File: config.mk
export PLATFORM = sky130hd
export DESIGN_NAME = sram_dp_be
export DESIGN_NICKNAME = d
export VERILOG_FILES = /design/src/rtl/sram_pkg.sv /design/src/rtl/sram_clear_seq.sv /design/src/rtl/sram_dp_be_chk.sv /design/src/rtl/sram_dp_be.sv
export SDC_FILE = /design/constraint.sdc
export NUM_CORES = 2
export LEC_CHECK = 0
export BUFFER_PORTS_ARGS = -buffer_cell sky130_fd_sc_hd__buf_2
export CAP_MARGIN = 25
export CELL_PAD_IN_SITES_DETAIL_PLACEMENT = 0
export CELL_PAD_IN_SITES_GLOBAL_PLACEMENT = 1
export CORE_MARGIN = 4
export CORE_UTILIZATION = 49
export DETAILED_ROUTE_END_ITERATION = 10
export PLACE_DENSITY_LB_ADDON = 0.1
export RECOVER_POWER = 50
export SYNTH_ARGS = -nofsm -noshare
export SYNTH_HDL_FRONTEND = slang
export SYNTH_SLANG_ARGS = --single-unit
File: constraint.sdc
create_clock -name clk -period 2.3 [get_ports clk]
set_input_delay 0.23 -clock clk [delete_from_list [all_inputs] [get_ports clk]]
set_output_delay 0.23 -clock clk [all_outputs]
set_load 0.005 [all_outputs]
File: src/rtl/sram_pkg.sv
// Shared definitions for the dual-port byte-enable SRAM: read-during-write
// modes, sequencer state encoding and the byte-lane merge used by both write and bypass.
package sram_pkg;

  localparam int RDW_READ_FIRST  = 0;
  localparam int RDW_WRITE_FIRST = 1;

  // Widest word the merge helper handles; callers zero-extend and truncate.
  localparam int MERGE_MAX_W  = 1024;
  localparam int MERGE_MAX_BE = MERGE_MAX_W / 8;

  typedef enum logic [0:0] {
    ST_CLEAR = 1'b0,
    ST_IDLE  = 1'b1
  } sram_state_e;

  function automatic logic [MERGE_MAX_W-1:0] byte_merge(
    input logic [MERGE_MAX_W-1:0]  old_word,
    input logic [MERGE_MAX_W-1:0]  new_word,
    input logic [MERGE_MAX_BE-1:0] be
  );
    logic [MERGE_MAX_W-1:0] res;
    res = old_word;
    for (int i = 0; i < MERGE_MAX_BE; i++) begin
      if (be[i]) begin
        res[8*i +: 8] = new_word[8*i +: 8];
      end else begin
        res[8*i +: 8] = old_word[8*i +: 8];
      end
    end
    return res;
  endfunction

endpackage

File: src/rtl/sram_clear_seq.sv
// Clear sequencer: owns the CLEAR/IDLE FSM, the clear pointer and busy, and
// drives a full-word write override into the array while clearing.
module sram_clear_seq
  import sram_pkg::*;
#(
  parameter int                    ADDR_WIDTH = 6,
  parameter int                    DATA_WIDTH = 32,
  parameter int                    DEPTH      = 64,
  parameter logic [DATA_WIDTH-1:0] INIT_VALUE = {DATA_WIDTH{1'b0}}
) (
  input  logic                    clk,
  input  logic                    rst_n,
  input  logic                    clr_req,
  output logic                    busy,
  output logic                    clr_en,
  output logic [ADDR_WIDTH-1:0]   clr_addr,
  output logic [DATA_WIDTH-1:0]   clr_data,
  output logic [DATA_WIDTH/8-1:0] clr_be
);

  localparam logic [ADDR_WIDTH-1:0] LAST_ADDR = ADDR_WIDTH'(DEPTH - 1);

  sram_state_e           state_r;
  sram_state_e           state_nxt_s;
  logic [ADDR_WIDTH-1:0] ptr_r;
  logic [ADDR_WIDTH-1:0] ptr_nxt_s;
  logic                  busy_r;

  // State, clear pointer and busy flag registers
  always_ff @(posedge clk or negedge rst_n) begin
    if (!rst_n) begin
      state_r <= ST_CLEAR;
      ptr_r   <= {ADDR_WIDTH{1'b0}};
      busy_r  <= 1'b1;
    end else begin
      state_r <= state_nxt_s;
      ptr_r   <= ptr_nxt_s;
      busy_r  <= (state_nxt_s == ST_CLEAR);
    end
  end

  // Next state: sweep the pointer while clearing; clr_req restarts only from IDLE
  always_comb begin
    state_nxt_s = state_r;
    ptr_nxt_s   = ptr_r;
    case (state_r)
      ST_CLEAR: begin
        if (ptr_r == LAST_ADDR) begin
          state_nxt_s = ST_IDLE;
          ptr_nxt_s   = {ADDR_WIDTH{1'b0}};
        end else begin
          state_nxt_s = ST_CLEAR;
          ptr_nxt_s   = ptr_r + ADDR_WIDTH'(1);
        end
      end
      ST_IDLE: begin
        if (clr_req) begin
          state_nxt_s = ST_CLEAR;
          ptr_nxt_s   = {ADDR_WIDTH{1'b0}};
        end else begin
          state_nxt_s = ST_IDLE;
          ptr_nxt_s   = {ADDR_WIDTH{1'b0}};
        end
      end
      default: begin
        state_nxt_s = ST_CLEAR;
        ptr_nxt_s   = {ADDR_WIDTH{1'b0}};
      end
    endcase
  end

  // Write-port override presented to the array
  always_comb begin
    clr_addr = ptr_r;
    clr_data = INIT_VALUE;
    clr_be   = {(DATA_WIDTH/8){1'b1}};
    if (state_r == ST_CLEAR) begin
      clr_en = 1'b1;
    end else begin
      clr_en = 1'b0;
    end
  end

  assign busy = busy_r;

endmodule

File: src/rtl/sram_dp_be_chk.sv
// Protocol checks on the read port: rd_valid only follows an accepted read,
// and rd_data never moves without rd_valid.
module sram_dp_be_chk #(
  parameter int DATA_WIDTH = 32
) (
  input logic                  clk,
  input logic                  rst_n,
  input logic                  rd_en,
  input logic                  busy,
  input logic                  rd_valid,
  input logic [DATA_WIDTH-1:0] rd_data
);

  a_valid_cause: assert property (@(posedge clk) disable iff (!rst_n)
    rd_valid |-> $past(rd_en && !busy));

  a_data_hold: assert property (@(posedge clk) disable iff (!rst_n)
    !rd_valid |-> $stable(rd_data));

endmodule

File: src/rtl/sram_dp_be.sv
// Simple dual-port SRAM with per-byte write enables, registered read port,
// selectable read-during-write behaviour and a built-in clear sequencer.
module sram_dp_be
  import sram_pkg::*;
#(
  parameter int                    ADDR_WIDTH = 6,
  parameter int                    DATA_WIDTH = 32,
  parameter int                    DEPTH      = 64,
  parameter int                    RDW_MODE   = RDW_READ_FIRST,
  parameter logic [DATA_WIDTH-1:0] INIT_VALUE = {DATA_WIDTH{1'b0}}
) (
  input  logic                    clk,
  input  logic                    rst_n,
  input  logic                    wr_en,
  input  logic [ADDR_WIDTH-1:0]   wr_addr,
  input  logic [DATA_WIDTH-1:0]   wr_data,
  input  logic [DATA_WIDTH/8-1:0] wr_be,
  input  logic                    rd_en,
  input  logic [ADDR_WIDTH-1:0]   rd_addr,
  output logic [DATA_WIDTH-1:0]   rd_data,
  output logic                    rd_valid,
  input  logic                    clr_req,
  output logic                    busy
);

  localparam int BE_W = DATA_WIDTH / 8;

  logic [DATA_WIDTH-1:0] mem_r [DEPTH];

  logic                  busy_s;
  logic                  clr_en_s;
  logic [ADDR_WIDTH-1:0] clr_addr_s;
  logic [DATA_WIDTH-1:0] clr_data_s;
  logic [BE_W-1:0]       clr_be_s;

  logic                  wr_in_range_s;
  logic                  rd_in_range_s;
  logic                  wr_accept_s;
  logic                  rd_accept_s;

  logic                  port_en_s;
  logic [ADDR_WIDTH-1:0] port_addr_s;
  logic [DATA_WIDTH-1:0] port_data_s;
  logic [BE_W-1:0]       port_be_s;

  logic [DATA_WIDTH-1:0] rd_word_s;
  logic [DATA_WIDTH-1:0] rd_data_r;
  logic                  rd_valid_r;

  function automatic logic [DATA_WIDTH-1:0] merge_word(
    input logic [DATA_WIDTH-1:0] old_word,
    input logic [DATA_WIDTH-1:0] new_word,
    input logic [BE_W-1:0]       be
  );
    return DATA_WIDTH'(byte_merge(MERGE_MAX_W'(old_word), MERGE_MAX_W'(new_word),
                                  MERGE_MAX_BE'(be)));
  endfunction

  sram_clear_seq #(
    .ADDR_WIDTH (ADDR_WIDTH),
    .DATA_WIDTH (DATA_WIDTH),
    .DEPTH      (DEPTH),
    .INIT_VALUE (INIT_VALUE)
  ) u_clear_seq (
    .clk      (clk),
    .rst_n    (rst_n),
    .clr_req  (clr_req),
    .busy     (busy_s),
    .clr_en   (clr_en_s),
    .clr_addr (clr_addr_s),
    .clr_data (clr_data_s),
    .clr_be   (clr_be_s)
  );

  // A fully populated address space has no out-of-range addresses to filter
  if (DEPTH < (1 << ADDR_WIDTH)) begin : g_range_chk
    assign wr_in_range_s = (wr_addr < ADDR_WIDTH'(DEPTH));
    assign rd_in_range_s = (rd_addr < ADDR_WIDTH'(DEPTH));
  end else begin : g_range_full
    assign wr_in_range_s = 1'b1;
    assign rd_in_range_s = 1'b1;
  end

  // A clear request in IDLE takes priority over a same-cycle user write
  assign wr_accept_s = wr_en && !busy_s && !clr_req && wr_in_range_s;
  assign rd_accept_s = rd_en && !busy_s;

  // Single array write port: the clear sequencer overrides user writes
  always_comb begin
    if (clr_en_s) begin
      port_en_s   = 1'b1;
      port_addr_s = clr_addr_s;
      port_data_s = clr_data_s;
      port_be_s   = clr_be_s;
    end else begin
      port_en_s   = wr_accept_s;
      port_addr_s = wr_addr;
      port_data_s = wr_data;
      port_be_s   = wr_be;
    end
  end

  // Array write; the storage itself is deliberately not reset
  always_ff @(posedge clk) begin
    if (port_en_s) begin
      mem_r[port_addr_s] <= merge_word(mem_r[port_addr_s], port_data_s, port_be_s);
    end
  end

  // Read word selection, including write-first bypass of a same-address write
  always_comb begin
    rd_word_s = {DATA_WIDTH{1'b0}};
    if (!rd_in_range_s) begin
      rd_word_s = {DATA_WIDTH{1'b0}};
    end else if ((RDW_MODE == RDW_WRITE_FIRST) && wr_accept_s && (wr_addr == rd_addr)) begin
      rd_word_s = merge_word(mem_r[rd_addr], wr_data, wr_be);
    end else begin
      rd_word_s = mem_r[rd_addr];
    end
  end

  // Registered read port; data holds whenever no read is accepted
  always_ff @(posedge clk or negedge rst_n) begin
    if (!rst_n) begin
      rd_data_r  <= {DATA_WIDTH{1'b0}};
      rd_valid_r <= 1'b0;
    end else begin
      rd_valid_r <= rd_accept_s;
      if (rd_accept_s) begin
        rd_data_r <= rd_word_s;
      end
    end
  end

  assign rd_data  = rd_data_r;
  assign rd_valid = rd_valid_r;
  assign busy     = busy_s;

  sram_dp_be_chk #(
    .DATA_WIDTH (DATA_WIDTH)
  ) u_chk (
    .clk      (clk),
    .rst_n    (rst_n),
    .rd_en    (rd_en),
    .busy     (busy_s),
    .rd_valid (rd_valid_r),
    .rd_data  (rd_data_r)
  );

endmodule

After elaboration in Yosys (flattened, before gate mapping)
Memories as Yosys holds them, arrays and structs flattened. A register that Yosys moved wholly into a read port is not among the register bits.
Index checks and enable logic that the tools add are counted.
{"block": "totals", "reg_bits": 9, "mem_bits_rw": 2048, "elab_cells": 42, "in_bits": 53, "memories": 1}
{"block": "classes", "bitwise": 2, "n_reduce_logical": 10, "eq_ne": 5, "mux": 19, "n_addsub": 1}
{"memory": "mem_r", "words": 64, "word_bits": 32, "rd": 1, "rd_ports_with_merged_regs": 1, "wr": 1, "line": "sram_dp_be.sv:28", "text": "logic [DATA_WIDTH-1:0] mem_r [DEPTH];"}
{"operator": "two-way mux 8 bit", "n": 8}
{"operator": "two-way mux 32 bit", "n": 1}
{"operator": "two-way mux 6 bit", "n": 2}
{"operator": "one-hot mux 6 bit (2 select lines)", "n": 1}
{"operator": "!= test 2 bit, second input constant", "n": 4}
{"operator": "AND reduction 2 bit", "n": 4}
{"operator": "adder 6 x 1 -> 6 bit, second input constant", "n": 1}
{"operator": "== test 6 bit, second input constant", "n": 1}
{"operator": "two-way mux 1 bit", "n": 5}
{"operator": "two-way mux 4 bit", "n": 1}
{"operator": "logical AND 1 bit", "n": 3}
{"operator": "logical NOT 1 bit", "n": 3}
{"operator": "inverter 1 bit", "n": 2}
{"operator": "one-hot mux 1 bit (2 select lines)", "n": 1}

Logic depth before layout (Yosys ltp)
{"block": "depth", "word_depth": 7, "ltp_mapped": 10, "mapped_depth_nobuf": 6}

Hierarchy
Synthesis repeated with hierarchy kept, for this count alone.
{"block": "hier_totals", "cells_unflattened": 4008, "area_unflattened_um2": 81181.6}
{"mod": "sram_dp_be", "seq_area_each_um2": 62324.8, "cells_per_inst": 3939, "instances": 1, "area_per_inst_um2": 80571.0}
{"mod": "sram_clear_seq", "seq_area_each_um2": 201.4, "cells_per_inst": 69, "instances": 1, "area_per_inst_um2": 610.6}

Least setup slack after synthesis
OpenSTA, ideal clock, no wires.
{"block": "synth_path", "path_type": "register to register", "from": "reg u_clear_seq.state_r", "to": "mem mem_r[0][24] (enable)", "t_arrival_ns": 2.135, "slack_ns": -0.205, "period_less_slack_ns": 2.505, "path_stages_with_launch": 9, "required_ns": 1.930, "path_cell_list": "dfrtp_1 -> buf_2 -> buf_2 -> o32ai_1 -> nand2_1 -> clkbuf_1 -> or2_2 -> clkbuf_1 -> nor2_1"}
{"block": "synth_via", "elab_chain_len": 4}
{"item": "start, declared", "line": "sram_clear_seq.sv:23", "text": "sram_state_e state_r;"}
{"item": "start signal, assigned", "line": "sram_clear_seq.sv:36", "text": "state_r <= state_nxt_s;"}
{"item": "two-way mux 1 bit", "line": "sram_dp_be.sv:90", "text": "if (clr_en_s) begin"}
{"item": "two-way mux 1 bit", "line": "sram_dp_be.sv:105", "text": "if (port_en_s) begin"}
{"item": "two-way mux 1 bit (not written as such)", "line": "sram_dp_be.sv:106", "text": "mem_r[port_addr_s] <= merge_word(mem_r[port_addr_s], port_data_s, port_be_s);"}
{"item": "AND reduction 2 bit (no source line)"}
{"item": "end, declared", "line": "sram_dp_be.sv:28"}
Parallel ways exist; a longest one is shown, timed or not.

Final worst setup path
{"block": "layout_path", "from": "reg u_clear_seq.state_r", "to": "mem mem_r[40][19] (enable)"}
The elaborated chain is that of the path after synthesis.

==> implementation parameters <==
Parameter                              Value

Min path
  Depth of the worst hold-timing path ... 3
  Hold Startpoint ... wr_data[24]
  Worst Hold Class ... in -> reg
  Hold Path Sink ... mem_r[57][24]

STA
  Sum of negative setup slack ... 0 ps
  Fin crit period ... 2280 ps
  Hold_ws ... between 50 and 60 ps
  Final period utilization ... 99.3%
  Final clock skew ... between 20 and 25 ps
  Worst slew pin tran ... between 2000 and 2500 ps
  Slew headroom ... -33.4%
  RSZ-0062 raised after global routing ... true
  Max Clk Rate ... 0.438 GHz
  Worst setup slack after layout ... about 15 ps
  Hold violation count in the final report ... 0
  Number of endpoints failing setup at the final stage ... 0
  Pins Over Slew Limit ... 20

Power
  Switching power ... about 15 mW
  Design internal power ... 61.7 mW
  Portion of total power attributed to combinational logic ... 2.8%
  Sequential share of power ... between 50% and 60%
  Switch share ... 19.8%
  Max VDD drop ... 0.000814 V
  Share of total power in the clock network ... 43.6%
  PwrDens ... 791 nW/µm²
  Leak Pwr ... 27.4 nW
  Power after layout ... 76.9 mW

Routing
  Iter 0 DRT Violations ... roughly 3.5k
  Number of iterations in the first detailed-routing pass ... 7
  Detailed Route WL ... 208000 µm
  Average wire length per cell after detail routing ... 29.7 µm
  Vias after detailed routing ... 41.2k
  Drt via density ... 5.89
  DRC errors left ... 0
  Antenna violation net count after detailed routing ... 0

Synthesis
  Mean Syn Cell Area ... approximately 20 µm²
  Flop and latch count out of synthesis ... 2089
  Number of flops mapped to enable cells by yosys ... 2048
  Area of the mapped netlist ... between 80000 and 90000 µm²
  Fraction of synthesized cell area in xor and xnor cells ... 0.0325%
  Fraction of synthesized area in multiplexers ... 14.3%
  Yosys top cell area share ... 76.0%
  Synthesized-area fraction occupied by and/or/nand/nor cells ... 3.38%
  Synthesized-area fraction occupied by adder cells ... 0.0155%
  Most used DFF post-synth ... sky130_fd_sc_hd__edfxtp_1
  Number of library cell types mapped by synthesis ... 42
  Share of the synthesized area in compound gates (AO/OA/AOI/OAI) ... 3.29%
  Most frequent cell after synthesis ... sky130_fd_sc_hd__edfxtp_1
  Dominant cell type by area after synthesis ... sky130_fd_sc_hd__edfxtp_1
  Number of cells produced by synthesis ... 3989
  Yosys synthesis warning count ... 0
  Post-synth top cells ... 2048 x sky130_fd_sc_hd__edfxtp_1, 384 x sky130_fd_sc_hd__mux4_2, 290 x sky130_fd_sc_hd__mux2i_1, 216 x sky130_fd_sc_hd__nor2_1, 160 x sky130_fd_sc_hd__a22oi_1
  Biggest area contributors in the synthesized netlist ... sky130_fd_sc_hd__edfxtp_1 76%, sky130_fd_sc_hd__mux4_2 11%, sky130_fd_sc_hd__mux2i_1 3.6%, sky130_fd_sc_hd__a22oi_1 1.5%, sky130_fd_sc_hd__dfrtp_1 1.2%
  Seq/Total Area, Yosys ... 77.3%
  Mapped Nets ... 4043
  Combinational family with the most area after synthesis ... multiplexers
  Asr flop ratio synth ... 1.96%

Floorplan
  Top Ports ... 87
  Die boundary height ... 414 µm
  Starting density of the core ... 49.5%
  X dimension of the die ... between 400 and 500 µm
  Row count ... 148
  Die Area ... 172000 µm²
  Core area ... ~160000 µm²

Placement
  HPWL reported at the end of detailed placement ... 131000 µm
  Worst setup slack after placement ... -489 ps
  GP Congestion ... 0.804
  Number of buffers added on ports ... 86

Critical path
  Type of the setup path with the least slack ... reg -> reg
  Type of element launching the critical path ... register
  Setup slack, reg-to-reg ... 20 ps
  Nature of the critical path endpoint ... register
  Arrival time reported for the critical path endpoint ... about 2800 ps
  R2R Path End ... mem_r[40][19]
  Logic depth of the worst register-to-register path ... 8
  WP data required ... 2810 ps
  Worst-path maximum fanout ... 13
  Worst r2r src ... u_clear_seq.state_r

Outcome
  Run status ... complete, but fails checks
  Violated checks ... max-capacitance violations, max-slew violations

CTS
  Cts bufs inserted ... 210
  Sink Count ... 2089
  CTS tree ... built
  Clock root buffer ... sky130_fd_sc_hd__clkbuf_16
  Max clock buf depth ... 3
  Clk slew on worst S/H paths ... 60 ps
  Clk Latency, worst-skew pair ... 800 ps
  Number of levels the H-tree was split into ... 4

Global route
  Wire length of the first global-routing pass ... around 300000 µm
  Via count of the first global-routing pass ... roughly 42k
  Overall track demand over capacity in global routing ... approximately 24%
  Total gr overflow ... 0
  Maximum number of pins on one net before global-route repair ... 65
  Number of antenna violations at the first check in global routing ... 2

Layout
  Final standard cell utilization of the core ... slightly below 60%
  Share of cells above drive strength 1 ... 32.8%
  Number of nets at the end of the flow ... approximately 4.7k
  Area growth syn-to-layout ... 20.1%

Job
  Number of max-cap violations ... 1
power by group through the flow:
| stage | combinational [mW] | clock (mW) | sequential, mW |
|---|---|---|---|
| finish | 2.14 | 33.5 | 41.3 |
| global route | 2.26 | 35.8 | 41.2 |
| CTS | 2.18 | 34.2 | 41.3 |
| detailed placement | 2.17 | 0 | 42.1 |
| global placement | 2.16 | 0 | 42.1 |
| floorplan | 1.16 | 0 | 42.0 |
cell type report:
type / instances / area [µm²]
Fill cell: 12000 / 66300
Sequential cell: 2089 / 62500
Multi-Input combinational cell: 1614 / 17900
Timing Repair Buffer: 728 / 7260
Clock buffer: 264 / 5670
Tap cell: 2175 / 2720
Clock inverter: 125 / 1120
Inverter: 7 / 26.3
Antenna cell: 2 / 5.00
cells by family (layout without fill, tap and decap cells):
| kind of cell | count (synthesis) | after routing |
|---|---|---|
| AO/OA/AOI/OAI | 366 | 366 |
| XOR/XNOR | 3 | 3 |
| adder cells (fa/ha/maj) | 1 | 1 |
| buffers and inverters | 286 | 1124 |
| flip-flops | 2089 | 2089 |
| multiplexers | 677 | 677 |
| other | 0 | 2 |
| AND/OR/NAND/NOR | 567 | 567 |
critical path, stage by stage (launching register included):
cell,delay (ps)
sky130_fd_sc_hd__dfrtp_2,430
sky130_fd_sc_hd__buf_12,160
sky130_fd_sc_hd__o32ai_4,290
sky130_fd_sc_hd__nand2_1,140
sky130_fd_sc_hd__buf_6,170
sky130_fd_sc_hd__or2_2,310
sky130_fd_sc_hd__buf_12,160
sky130_fd_sc_hd__nor2_4,150
sky130_fd_sc_hd__buf_12,150
per-stage QoR:
step           cell area (µm²)  std cells
2_1_floorplan            81200       3989
3_3_place_gp             89600       6598
3_5_place_dp             89600       6598
4_1_cts                  96800       6997
5_1_grt                  97200       7002
6_report                 97200       7004
how the worst max path moves through the flow:
stage | from | endpoint | slack [ps]
3_3_place_gp | u_clear_seq.state_r | mem_r[45][20] | -520
2_1_floorplan | u_clear_seq.state_r | mem_r[1][16] | -130
3_5_place_dp | u_clear_seq.state_r | mem_r[57][20] | -490
5_1_grt | u_clear_seq.state_r | mem_r[1][18] | -30
4_1_cts | u_clear_seq.state_r | mem_r[3][19] | 0.6
6_report | u_clear_seq.state_r | mem_r[40][19] | 20
flip-flops by register name, summed over array words and instances (netlist names):
register / flops
mem_r: 2048
rd_data: 32
u_clear_seq.clr_addr: 6
rd_valid: 1
u_clear_seq.busy: 1
u_clear_seq.state_r: 1
cell usage in the layout (no fill, tap or decap), types with 5 or more instances in the layout:
| master | n |
|---|---|
| sky130_fd_sc_hd__edfxtp_1 | 2048 |
| sky130_fd_sc_hd__buf_4 | 432 |
| sky130_fd_sc_hd__mux4_2 | 384 |
| sky130_fd_sc_hd__mux2i_1 | 290 |
| sky130_fd_sc_hd__clkbuf_16 | 219 |
| sky130_fd_sc_hd__a22oi_1 | 160 |
| sky130_fd_sc_hd__nor2_1 | 144 |
| sky130_fd_sc_hd__buf_12 | 142 |
| sky130_fd_sc_hd__clkbuf_1 | 70 |
| sky130_fd_sc_hd__nand3_1 | 67 |
| sky130_fd_sc_hd__o22ai_1 | 65 |
| sky130_fd_sc_hd__buf_2 | 61 |
| sky130_fd_sc_hd__a211oi_1 | 55 |
| sky130_fd_sc_hd__buf_6 | 49 |
| sky130_fd_sc_hd__nand2_1 | 47 |
| sky130_fd_sc_hd__clkinv_2 | 45 |
| sky130_fd_sc_hd__clkinv_1 | 44 |
| sky130_fd_sc_hd__dfrtp_1 | 39 |
| sky130_fd_sc_hd__nor2_4 | 38 |
| sky130_fd_sc_hd__nor2_2 | 35 |
| sky130_fd_sc_hd__or3_1 | 33 |
| sky130_fd_sc_hd__a21oi_1 | 33 |
| sky130_fd_sc_hd__nor2b_1 | 32 |
| sky130_fd_sc_hd__nand4_1 | 32 |
| sky130_fd_sc_hd__a221o_1 | 32 |
| sky130_fd_sc_hd__and2_2 | 29 |
| sky130_fd_sc_hd__nor3_1 | 24 |
| sky130_fd_sc_hd__or2_4 | 22 |
| sky130_fd_sc_hd__bufinv_16 | 20 |
| sky130_fd_sc_hd__nor3_4 | 14 |
| sky130_fd_sc_hd__nor3_2 | 10 |
| sky130_fd_sc_hd__clkinvlp_4 | 10 |
| sky130_fd_sc_hd__nand2_2 | 9 |
| sky130_fd_sc_hd__or2_2 | 7 |
| sky130_fd_sc_hd__inv_1 | 6 |
| sky130_fd_sc_hd__a211oi_2 | 6 |
| sky130_fd_sc_hd__inv_6 | 5 |
routing by layer:
metal / wire [µm] / GRT usage [%]
met1: 84700 / 33.2
met2: 105000 / 40.5
met3: 11800 / 3.67
met5: 25 / 0
met4: 6370 / 7.14
what timing repair did:
action                                   CTS  global route
buffers inserted                           6             5
endpoints found under the hold margin     35             0
hold buffers                               4             0
pin swaps                                  4            13
gates resized for setup                   62           114
endpoints found under the setup margin  1183          1092
gates cloned                               1             0
Power figures use the tool's default switching activity.
